[src/rtl/btn_debounce.sv]
// Push-button conditioner: 2-flop synchroniser, debounce FSM, press/release strobes, press counter.
// Define BTN_DEBOUNCE_LONGPRESS_EN to build the long-press hold counter and long_o strobe.
module btn_debounce #(
   parameter int unsigned DEBOUNCE_CYCLES = 1250000,
   parameter int unsigned LONG_CYCLES     = 125000000,
   parameter int unsigned CNT_W           = 8
) (
   input  logic             clk_i,
   input  logic             rst_i,
   input  logic             btn_i,
   output logic             level_o,
   output logic             press_o,
   output logic             release_o,
   output logic             long_o,
   output logic [CNT_W-1:0] count_o
);

   localparam int unsigned DcntW = $clog2(DEBOUNCE_CYCLES) + 1;
   localparam logic [DcntW-1:0] DcntLast = DcntW'(DEBOUNCE_CYCLES - 1);

   typedef enum logic [1:0] {
      StReleased,
      StPressPend,
      StPressed,
      StReleasePend
   } state_e;

   if (DEBOUNCE_CYCLES < 2) begin : gen_bad_debounce
      $error("btn_debounce: DEBOUNCE_CYCLES must be >= 2");
   end
   if (LONG_CYCLES < 1) begin : gen_bad_long
      $error("btn_debounce: LONG_CYCLES must be >= 1");
   end
   if (CNT_W < 1) begin : gen_bad_cnt
      $error("btn_debounce: CNT_W must be >= 1");
   end

   logic             sync1_q;
   logic             sync2_q;
   state_e           state_q;
   logic [DcntW-1:0] dcnt_q;
   logic             level_q;
   logic             press_q;
   logic             release_q;
   logic [CNT_W-1:0] count_q;
   logic             press_accept;
   logic             release_accept;
   logic             holding;

   always_ff @(posedge clk_i or posedge rst_i) begin
      if (rst_i) begin
         sync1_q <= 1'b0;
         sync2_q <= 1'b0;
      end else begin
         sync1_q <= btn_i;
         sync2_q <= sync1_q;
      end
   end

   // Decoded here so the hold counter sees the same acceptance events as the FSM.
   always_comb begin
      press_accept   = (state_q == StPressPend) && sync2_q && (dcnt_q == DcntLast);
      release_accept = (state_q == StReleasePend) && !sync2_q && (dcnt_q == DcntLast);
      holding        = (state_q == StPressed) || (state_q == StReleasePend);
   end

   always_ff @(posedge clk_i or posedge rst_i) begin
      if (rst_i) begin
         state_q   <= StReleased;
         dcnt_q    <= '0;
         level_q   <= 1'b0;
         press_q   <= 1'b0;
         release_q <= 1'b0;
         count_q   <= '0;
      end else begin
         press_q   <= 1'b0;
         release_q <= 1'b0;
         case (state_q)
            StReleased: begin
               if (sync2_q) begin
                  state_q <= StPressPend;
                  dcnt_q  <= DcntW'(1);
               end
            end
            StPressPend: begin
               if (!sync2_q) begin
                  state_q <= StReleased;
                  dcnt_q  <= '0;
               end else if (press_accept) begin
                  state_q <= StPressed;
                  dcnt_q  <= '0;
                  press_q <= 1'b1;
                  level_q <= 1'b1;
                  count_q <= count_q + 1'b1;
               end else begin
                  dcnt_q <= dcnt_q + 1'b1;
               end
            end
            StPressed: begin
               if (!sync2_q) begin
                  state_q <= StReleasePend;
                  dcnt_q  <= DcntW'(1);
               end
            end
            StReleasePend: begin
               if (sync2_q) begin
                  state_q <= StPressed;
                  dcnt_q  <= '0;
               end else if (release_accept) begin
                  state_q   <= StReleased;
                  dcnt_q    <= '0;
                  release_q <= 1'b1;
                  level_q   <= 1'b0;
               end else begin
                  dcnt_q <= dcnt_q + 1'b1;
               end
            end
            default: begin
               state_q <= StReleased;
               dcnt_q  <= '0;
            end
         endcase
      end
   end

`ifdef BTN_DEBOUNCE_LONGPRESS_EN
   localparam int unsigned HcntW = $clog2(LONG_CYCLES) + 1;
   localparam logic [HcntW-1:0] HcntMax  = HcntW'(LONG_CYCLES);
   localparam logic [HcntW-1:0] HcntLast = HcntW'(LONG_CYCLES - 1);

   logic [HcntW-1:0] hcnt_q;
   logic             long_q;

   // Saturating at LONG_CYCLES makes long_o fire at most once per accepted press.
   always_ff @(posedge clk_i or posedge rst_i) begin
      if (rst_i) begin
         hcnt_q <= '0;
         long_q <= 1'b0;
      end else begin
         long_q <= 1'b0;
         if (press_accept) begin
            hcnt_q <= '0;
         end else if (holding && (hcnt_q != HcntMax)) begin
            hcnt_q <= hcnt_q + 1'b1;
            if ((hcnt_q == HcntLast) && !release_accept) begin
               long_q <= 1'b1;
            end
         end
      end
   end

   assign long_o = long_q;
`else
   logic unused_hold;
   assign unused_hold = holding;
   assign long_o      = 1'b0;
`endif

   assign level_o   = level_q;
   assign press_o   = press_q;
   assign release_o = release_q;
   assign count_o   = count_q;

endmodule

[config.mk]
export PLATFORM = sky130hd
export DESIGN_NAME = btn_debounce
export DESIGN_NICKNAME = d
export VERILOG_FILES = /design/src/rtl/btn_debounce.sv
export SDC_FILE = /design/constraint.sdc
export NUM_CORES = 1
export LEC_CHECK = 0
export CAP_MARGIN = 20
export CORE_MARGIN = 2
export CORE_UTILIZATION = 57
export CTS_CLUSTER_DIAMETER = 60
export DETAILED_ROUTE_END_ITERATION = 16
export GPL_TIMING_DRIVEN = 0
export HOLD_SLACK_MARGIN = 0.08
export PLACE_DENSITY_LB_ADDON = 0.12
export SKIP_CTS_REPAIR_TIMING = 1
export SYNTH_ARGS = -nofsm -noshare
export SYNTH_HDL_FRONTEND = slang
export SYNTH_SLANG_ARGS = --single-unit
export TNS_END_PERCENT = 30
[constraint.sdc]
create_clock -name clk_i -period 3.1 [get_ports clk_i]
set_input_delay 0.31 -clock clk_i [delete_from_list [all_inputs] [get_ports clk_i]]
set_output_delay 0.31 -clock clk_i [all_outputs]
set_load 0.005 [all_outputs]
Yosys cells after proc, flatten, opt, wreduce, memory -nomap -nowiden
Cells that the tools add are included.
Cells by class
  $add $sub $neg: 2
  multipliers: 0
  divide/modulo/power cells: 0
  $lt $le $gt $ge: 0
  equality and inequality tests: 12
  shift-type cells: 0
  mux-type cells: 25
  bitwise operators: 0
  reduce and logical (&&, ||, !) cells: 11
Operator list (count)
  $mux W22: 6
  $pmux W22 S4: 1
  $add A22 B1 Y22 const B: 1
  $eq A22 B21 Y1 const B: 1
  $mux W2: 6
  $ne A2 B2 Y1 const B: 6
  $mux W1: 10
  $add A8 B1 Y8 const B: 1
  $pmux W2 S4: 1
  $ne A3 B3 Y1 const B: 2
  $reduce_and A5 Y1: 1
  $eq A2 B2 Y1 const B: 2
  $logic_and A1 B1 Y1: 4
  $reduce_and A4 Y1: 1
  $reduce_and A3 Y1: 1
  $eq A2 B1 Y1 const B: 1
  $logic_not A2 Y1: 1
  $pmux W1 S2: 1
  $reduce_and A2 Y1: 1
  $reduce_bool A2 Y1: 1
  $logic_not A1 Y1: 1
Storage, ports and cells
  register bits: 37
  bits in latches: 0
  RAM bits: 0
  memory bits (read-only): 0
  bits of input ports: 3
  output and inout bits: 12
  word-level logic and storage cells: 58
  memories: 0

Logic depth before layout (Yosys ltp)
Gate-level depths: netlist of run 1.
  depth after elaboration: 6
  depth in mapped cells: 8
  gate-level depth less buffers: 6

Least setup slack after synthesis of run 1
No wires, ideal clock.
  path type: reg-to-reg
  from: reg dcnt_q[15]
  to: reg count_q[1], in the netlist count_o[1]
  library setup time: 125 ps
  arrival: 2115 ps
  required time: 2975 ps
  setup slack: 860 ps
  stages on the path, launching flop included: 5
  path buffers: 0
  period minus slack after synthesis: 2240 ps
  path through: dfrtp_1 or4b_1 or4_4 nor4_4 mux2_2
Between the ends
  cells in the longest elaborated chain, start to end: 3
RTL lines
  start, declared: line 41  | logic [DcntW-1:0] dcnt_q;
  start signal, assigned: line 82  | dcnt_q <= DcntW'(1);
  start signal, assigned: line 96  | dcnt_q <= dcnt_q + 1'b1;
  start signal, assigned: line 102  | dcnt_q <= DcntW'(1);
  $eq A22 B21 Y1: line 62  | press_accept = (state_q == StPressPend) && sync2_q && (dcnt_q == DcntLast);
  $logic_and A1 B1 Y1: line 62
  $reduce_and A3 Y1 (no source line)
  end signal, assigned: line 94  | count_q <= count_q + 1'b1;
  end, declared: line 45  | logic [CNT_W-1:0] count_q;
No other way between the ends.
A chain may end at the register's enable or synchronous reset.

Worst setup path after layout of run 1
Same ends and word-level chain as after synthesis.

==> summary.txt, run 1 <==
Status
  • Status: finished clean

Job
  • Max_cap viols: 0

Clock network
  • H-tree levels: 2
  • Clock Pin Slew Worst Setup and Hold Paths: between 0.1 and 0.15 ns
  • Root Buffer: clkbuf_4
  • Clk_lat worst skew: about 0.35 ns
  • TritonCTS buffer count: 5
  • Longest Clk Path Bufs: 2
  • CTS tree: yes
  • Clk sinks: 37

Critical path
  • Crit path largest cell delay: ~0.60 ns
  • Critical Path End Type: flop
  • Worst r2r dst: count_o[1]
  • R2R Setup Slk: 0.64 ns
  • CP Launch Type: flop
  • Data required time of the worst path: between 3 and 4 ns
  • Slowest-stage cell, CP: or4b_1
  • Crit-path cells: or4b_1 > or4_4 > nor4_4 > mux2_2
  • Reg2Reg Depth: 4
  • Crit path arrival time: about 2.7 ns
  • Reg2reg start: dcnt_q[15]
  • Setup CP Type: flop to flop
  • CP max FO: 8

Power
  • VDD IR-drop max: about 330 µV
  • P_leak: around 0.94 nW
  • Final Total Pwr: 909.7 µW
  • Pwr dens: slightly above 400 mW/mm²

Drt
  • Wire per inst: ~15 µm
  • Post-Route WL: about 4000 µm
  • First DRT Iteration DRCs: 92
  • Post-DRT Antenna Nets: 0
  • Drt first pass iters: 4
  • Vias: 1571
  • Vias/cell: slightly below 6
  • # DRC: 0

Hold path
  • Hold Path Class: flop to flop
  • Hold path depth: 0
  • Hold Path Sink: sync2_q
  • Hold path startpoint: sync1_q

Cells and area
  • Share of cells above drive strength 1: 8.676%
  • Post-Layout Cell Count: around 270
  • Core Util, Final: around 67%
  • Syn-to-layout area delta: 15.91%
  • Layout net count: roughly 220
  • ANT cells: 0

Yosys
  • Post-synthesis cell type count: 40
  • Synth top cells by count: 37 x dfrtp_1, 21 x nand2_1, 15 x nand3_1
  • Flops & latches, synth: 37
  • Cells after Synth: between 150 and 200
  • Post-synthesis sequential area ratio: 48.46%
  • Most frequent cell after synthesis: dfrtp_1
  • Yosys Warn Count: 0
  • Synthesized area per cell: roughly 9.7 µm²
  • Yosys top cell by area: dfrtp_1
  • Yosys top cell area share: between 40% and 50%
  • Syn Nets: between 200 and 250
  • Top post-synthesis cells by area: dfrtp_1 48%, nand2_1 4.1%, nand3_1 3.9%
  • Synthesized cell area: 0.001911 mm²
  • Number of synthesized flops with an enable pin: 0
  • Main synth FF type: dfrtp_1
  • Post-synth ARST share: between 90% and 100%

Global routing
  • First-pass GRT wire length: 7134 µm
  • Antenna violations before repair: 0
  • Vias in the first global route: 1505
  • Largest net degree at the start of global routing: 21
  • Residual overflow from global routing: 0
  • Gr usage total: approximately a quarter

Timing
  • Setup violations, final: 0
  • Clk_skew: around 0.0047 ns
  • Unrepaired setup endpoints after global routing: false
  • Max Slew Vio Count: 0
  • Final hold violations: 0
  • Rel. slew slack: 35.44%
  • Period utilization: a little under 80%
  • Max Fclk: a little over 400 MHz
  • Clock period minus worst slack: 2.460 ns
  • Fin Setup TNS: 0 ns
  • Slew @ Worst Pin: approximately 0.96 ns

Place
  • Port Buffers: 13
  • DP Cell Count: approximately 260
  • Dpl hpwl: between 2000 and 3000 µm
  • Routability cong.: ~0.88

Die
  • # rows: 21
  • Core Area: about 0.0033 mm²
  • Vert. Die Dim: between 60 and 70 µm
  • Top-Level Pins: 15
  • Die Wd: 61.90 µm
  • Die area: between 0.003 and 0.004 mm²
  • Initial cell density of the core: 58.17%
==> registers in the layout (all words and copies together), names as in the netlist, named ones only <==
name and flops:
dcnt_q 22, count_o 8, level_o 1, press_o 1, release_o 1, state_q 1
sync1_q 1, sync2_q 1
==> cell type report <==
class	count	area [µm²]
inverter	6	22.52
tap	46	57.56
fill	252	1070
timing repair buffer	14	157.7
clock inverter	2	37.54
clock buffer	6	51.30
sequential	37	925.9
buffer	9	55.05
multi-input combinational	145	907.1
==> cell usage in the layout, fill, tap and decap left out, drive strengths merged, types with 2 or more instances in the layout <==
| cell type | synthesis | final |
|---|---|---|
| a21o | 2 | 2 |
| a21oi | 11 | 11 |
| a22o | 5 | 5 |
| a31oi | 11 | 11 |
| a41oi | 3 | 3 |
| and2 | 3 | 3 |
| and3 | 5 | 5 |
| buf | 5 | 6 |
| clkbuf | 4 | 10 |
| clkdlybuf4s50 | 0 | 13 |
| dfrtp | 37 | 37 |
| ha | 2 | 2 |
| inv | 6 | 6 |
| mux2 | 2 | 2 |
| mux2i | 2 | 2 |
| nand2 | 21 | 21 |
| nand2b | 3 | 3 |
| nand3 | 15 | 15 |
| nand4 | 11 | 11 |
| nor2 | 10 | 10 |
| nor3 | 3 | 3 |
| nor4 | 4 | 4 |
| nor4b | 2 | 2 |
| o211ai | 2 | 2 |
| o21ai | 6 | 6 |
| or3 | 3 | 3 |
| xnor2 | 8 | 8 |
| xor2 | 2 | 2 |
==> report_power, final <==
part | switching, mW | total (mW) | internal, mW
Combinational | 0.0341 | 0.0541 | 0.0200
Sequential | 0.00719 | 0.495 | 0.488
Clock | 0.169 | 0.361 | 0.192
Total | 0.210 | 0.910 | 0.700
==> worst max path at each step <==
stage,from,to,slack [ns],depth (start not counted)
after floorplan,dcnt_q[15],count_o[1],0.86,4
after global placement,dcnt_q[15],count_o[1],0.69,4
after detailed placement,dcnt_q[15],count_o[1],0.64,4
after CTS,dcnt_q[15],count_o[1],0.63,4
after global routing,dcnt_q[1],count_o[5],0.53,6
final,dcnt_q[15],count_o[1],0.64,4
==> routing by layer <==
metal / vias to the layer above / GRT usage (%) / wire (µm)
li1: 767 / - / -
met1: 747 / 32.58 / 1790
met2: 51 / 42.11 / 2007
met3: 6 / 6.625 / 183
met4: 0 / 8.511 / 47
met5: - / 0 / 0
==> worst max-delay path, delay by kind of cell, from the launching register on <==
kind / cells / cell delay [ns]
and+or+nand+nor: 3 / 1.53
DFF: 1 / 0.44
muxes: 1 / 0.39
==> through the flow <==
| step | hold WS (ns) | cell area, µm² | worst slack [ns] |
|---|---|---|---|
| after floorplan | 0.3312 | 1911 | 0.8605 |
| after global placement | 0.3339 | 2098 | 0.6933 |
| after detailed placement | 0.3371 | 2126 | 0.6428 |
| after CTS | 0.3650 | 2215 | 0.6328 |
| after global routing | 0.3662 | 2215 | 0.5305 |
| final | 0.3612 | 2215 | 0.6399 |
==> logic make-up (layout without fill, tap and decap cells) <==
kind of cell	count (synthesis)	after routing	share of synthesized area (%)
flip-flops	37	37	48.46
other	1	1	0.1963
XOR/XNOR	10	10	4.584
AND/OR/NAND/NOR	84	84	24.17
buffers and inverters	15	37	4.060
adder cells (fa/ha/maj)	2	2	1.310
AO/OA/AOI/OAI	44	44	15.00
multiplexers	4	4	2.227
Note: power is estimated with default switching activity, not from simulation.
==> run 2: changes to the inputs <==
- CORE_UTILIZATION: 57 -> 52
- clock period: 3.1 -> 2.1 ns (I/O delays scaled with it)
==> run 2 against run 1 <==
Compared with the run above:
- the flow now finishes with violations (negative setup slack)
- clock power increased by 39%
- fmax increased by 8.1%
- sequential power rose by 48%
- largest power group unchanged
- first-iteration DRC count grew 70%
- critical endpoint is now dcnt_q[16]
- combinational power grew 79%
- register-to-register slack worse by 0.82 ns
- clock skew grew 0.00074 ns
- clock-buffer cell count unchanged
- setup slack got worse by 0.82 ns
- sequential share of layout area fell by 3.0 points
- highest routed layer unchanged
- die area rose by 9.0%
==> summary.txt, run 2 (synthesized netlist as in run 1, its figures left out) <==
Timing
  • Setup violations, final: 31
  • Max Fclk: 439.3 MHz
  • Final setup margin: -0.1764 ns
  • Clock period minus worst slack: 2.276 ns
  • Max Slew Vio Count: 0
  • Slew @ Worst Pin: approximately 0.67 ns
  • Clk_skew: about 0.0055 ns
  • Unrepaired setup endpoints after global routing: true
  • Rel. slew slack: a little under three fifths
  • Final hold violations: 0
  • Period utilization: 108.4%

Clock network
  • H-tree levels: 2
  • Clk sinks: 37
  • TritonCTS buffer count: 5
  • Clock Pin Slew Worst Setup and Hold Paths: ~0.070 ns
  • Longest Clk Path Bufs: 2
  • CTS tree: yes
  • Clk_lat worst skew: 0.29 ns
  • Root Buffer: clkbuf_8

Drt
  • Wire per inst: ~16 µm
  • Drt first pass iters: 5
  • Post-Route WL: about 4300 µm
  • Vias/cell: approximately 6.0
  • # DRC: 0
  • Post-DRT Antenna Nets: 0
  • Vias: about 1.6k
  • First DRT Iteration DRCs: between 150 and 200

Cells and area
  • Core Util, Final: 66.10%
  • Syn-to-layout area delta: 24.75%
  • ANT cells: 0
  • Layout net count: ~230
  • Top reg by flops: dcnt_q
  • Most frequent cells in the layout: 37 x dfrtp_1, 21 x nand2_1, 14 x nand3_1
  • Commonest non-fill, non-tap cell in the layout: dfrtp_1
  • Multi-input gate area: about 990 µm²
  • Fill count: between 200 and 300
  • Share of cells above drive strength 1: 17.41%
  • FF/Latch Area: around 900 µm²
  • Largest register FFs: 22

Critical path
  • CP max FO: 6
  • Endpoint of the worst setup timing path: dcnt_q[16]
  • Critical Path End Type: flop
  • Crit path arrival time: between 2 and 2.5 ns
  • Worst setup path start: dcnt_q[21]
  • Data required time of the worst path: between 2 and 2.5 ns
  • Worst r2r dst: dcnt_q[16]
  • R2R Setup Slk: -0.18 ns
  • Setup CP Type: flop to flop
  • CP Launch Type: flop
  • Reg2reg start: dcnt_q[21]
  • Reg2Reg Depth: 7

Power
  • VDD IR-drop max: about 520 µV
  • Pwr dens: around 560 mW/mm²
  • Int Pwr: ~1 mW
  • Clk pwr share: between 30% and 40%
  • P_sw: 311.2 µW
  • Comb power frac: under 10%
  • Seq pwr share: a little under three fifths
  • Final Total Pwr: between 1 and 1.5 mW
  • Switch share: a little under a quarter
  • P_leak: between 1 and 1.5 nW

Status
  • Status: finished with violations
  • Failing checks: negative setup slack

Die
  • Vert. Die Dim: around 65 µm
  • Core Area: approximately 0.0036 mm²
  • # rows: 22
  • Top-Level Pins: 15
  • Die area: 0.004175 mm²
  • Die Wd: roughly 65 µm
  • Initial cell density of the core: a little over half

Place
  • Pre-CTS WS: -0.2872 ns
  • Dpl hpwl: between 2000 and 3000 µm
  • Routability cong.: about 0.86
  • Port Buffers: 13

Global routing
  • First-pass GRT wire length: ~7000 µm
  • Residual overflow from global routing: 0
  • Largest net degree at the start of global routing: 26
  • Antenna violations before repair: 0
  • Gr usage total: 21.60%
  • Vias in the first global route: roughly 1.5k

Job
  • Max_cap viols: 0

Hold path
  • Hold Path Class: input port to asynchronous set/reset pin
-- run 2: changes by cell type in the layout (fill, tap and decap cells not counted), sizes merged --
cell	before	now
bufinv	1	0
clkbuf	10	11
buf	6	11
-- run 2: how the worst min path moves through the flow --
stage / slack, ns / startpoint / endpoint / depth (start not counted)
after floorplan: 0.24 / btn_i / sync1_q / 0
after global placement: 0.34 / sync1_q / sync2_q / 0
after detailed placement: 0.35 / sync1_q / sync2_q / 0
after CTS: 0.30 / rst_i / dcnt_q[8] / 2
after global routing: 0.32 / rst_i / dcnt_q[8] / 2
final: 0.28 / rst_i / dcnt_q[13] / 2
-- run 2: worst max-delay path: stages (launching register included) --
cell     delay [ns]
dfrtp_1        0.40
or4b_4         0.55
or4_4          0.46
o21a_1         0.24
buf_6          0.15
buf_8          0.13
a21oi_2        0.15
a31oi_1        0.06
-- run 2: final cells by class --
cell class / instances / share of cell area, %
sequential: 37 / 38.85
timing repair buffer: 20 / 9.291
inverter: 6 / 0.9449
multi-input combinational: 145 / 41.63
clock buffer: 6 / 3.465
buffer: 9 / 2.992
clock inverter: 1 / 0.3150
tap: 48 / 2.520
-- run 2: power groups by stage --
stage               combinational [mW]  sequential (mW)  clock, mW
floorplan                       0.0575            0.742          0
global placement                0.0747            0.744          0
detailed placement              0.0835            0.745          0
CTS                             0.0833            0.731      0.510
global route                     0.107            0.734      0.537
finish                          0.0968            0.733      0.501
-- run 2: layer usage --
| metal | wire length (µm) | global-route usage (%) | vias to the layer above |
|---|---|---|---|
| met2 | 2000 | 33.46 | 67 |
| met3 | 242 | 4.167 | 8 |
| met5 | 0 | 0 | - |
| met1 | 1945 | 29.75 | 774 |
| met4 | 66 | 9.043 | 0 |
| li1 | - | - | 781 |
-- run 2: per-stage QoR --
stage                     instance area, µm²  TNS, ns  hold slack [ns]  std cells
after floorplan                         1934   -2.206           0.2414        197
after global placement                  2125   -6.457           0.3429        258
after detailed placement                2152   -6.764           0.3478        259
after CTS                               2242   -7.338           0.2978        266
after global routing                    2384   -5.673           0.3210        272
final                                   2384   -3.765           0.2823        272
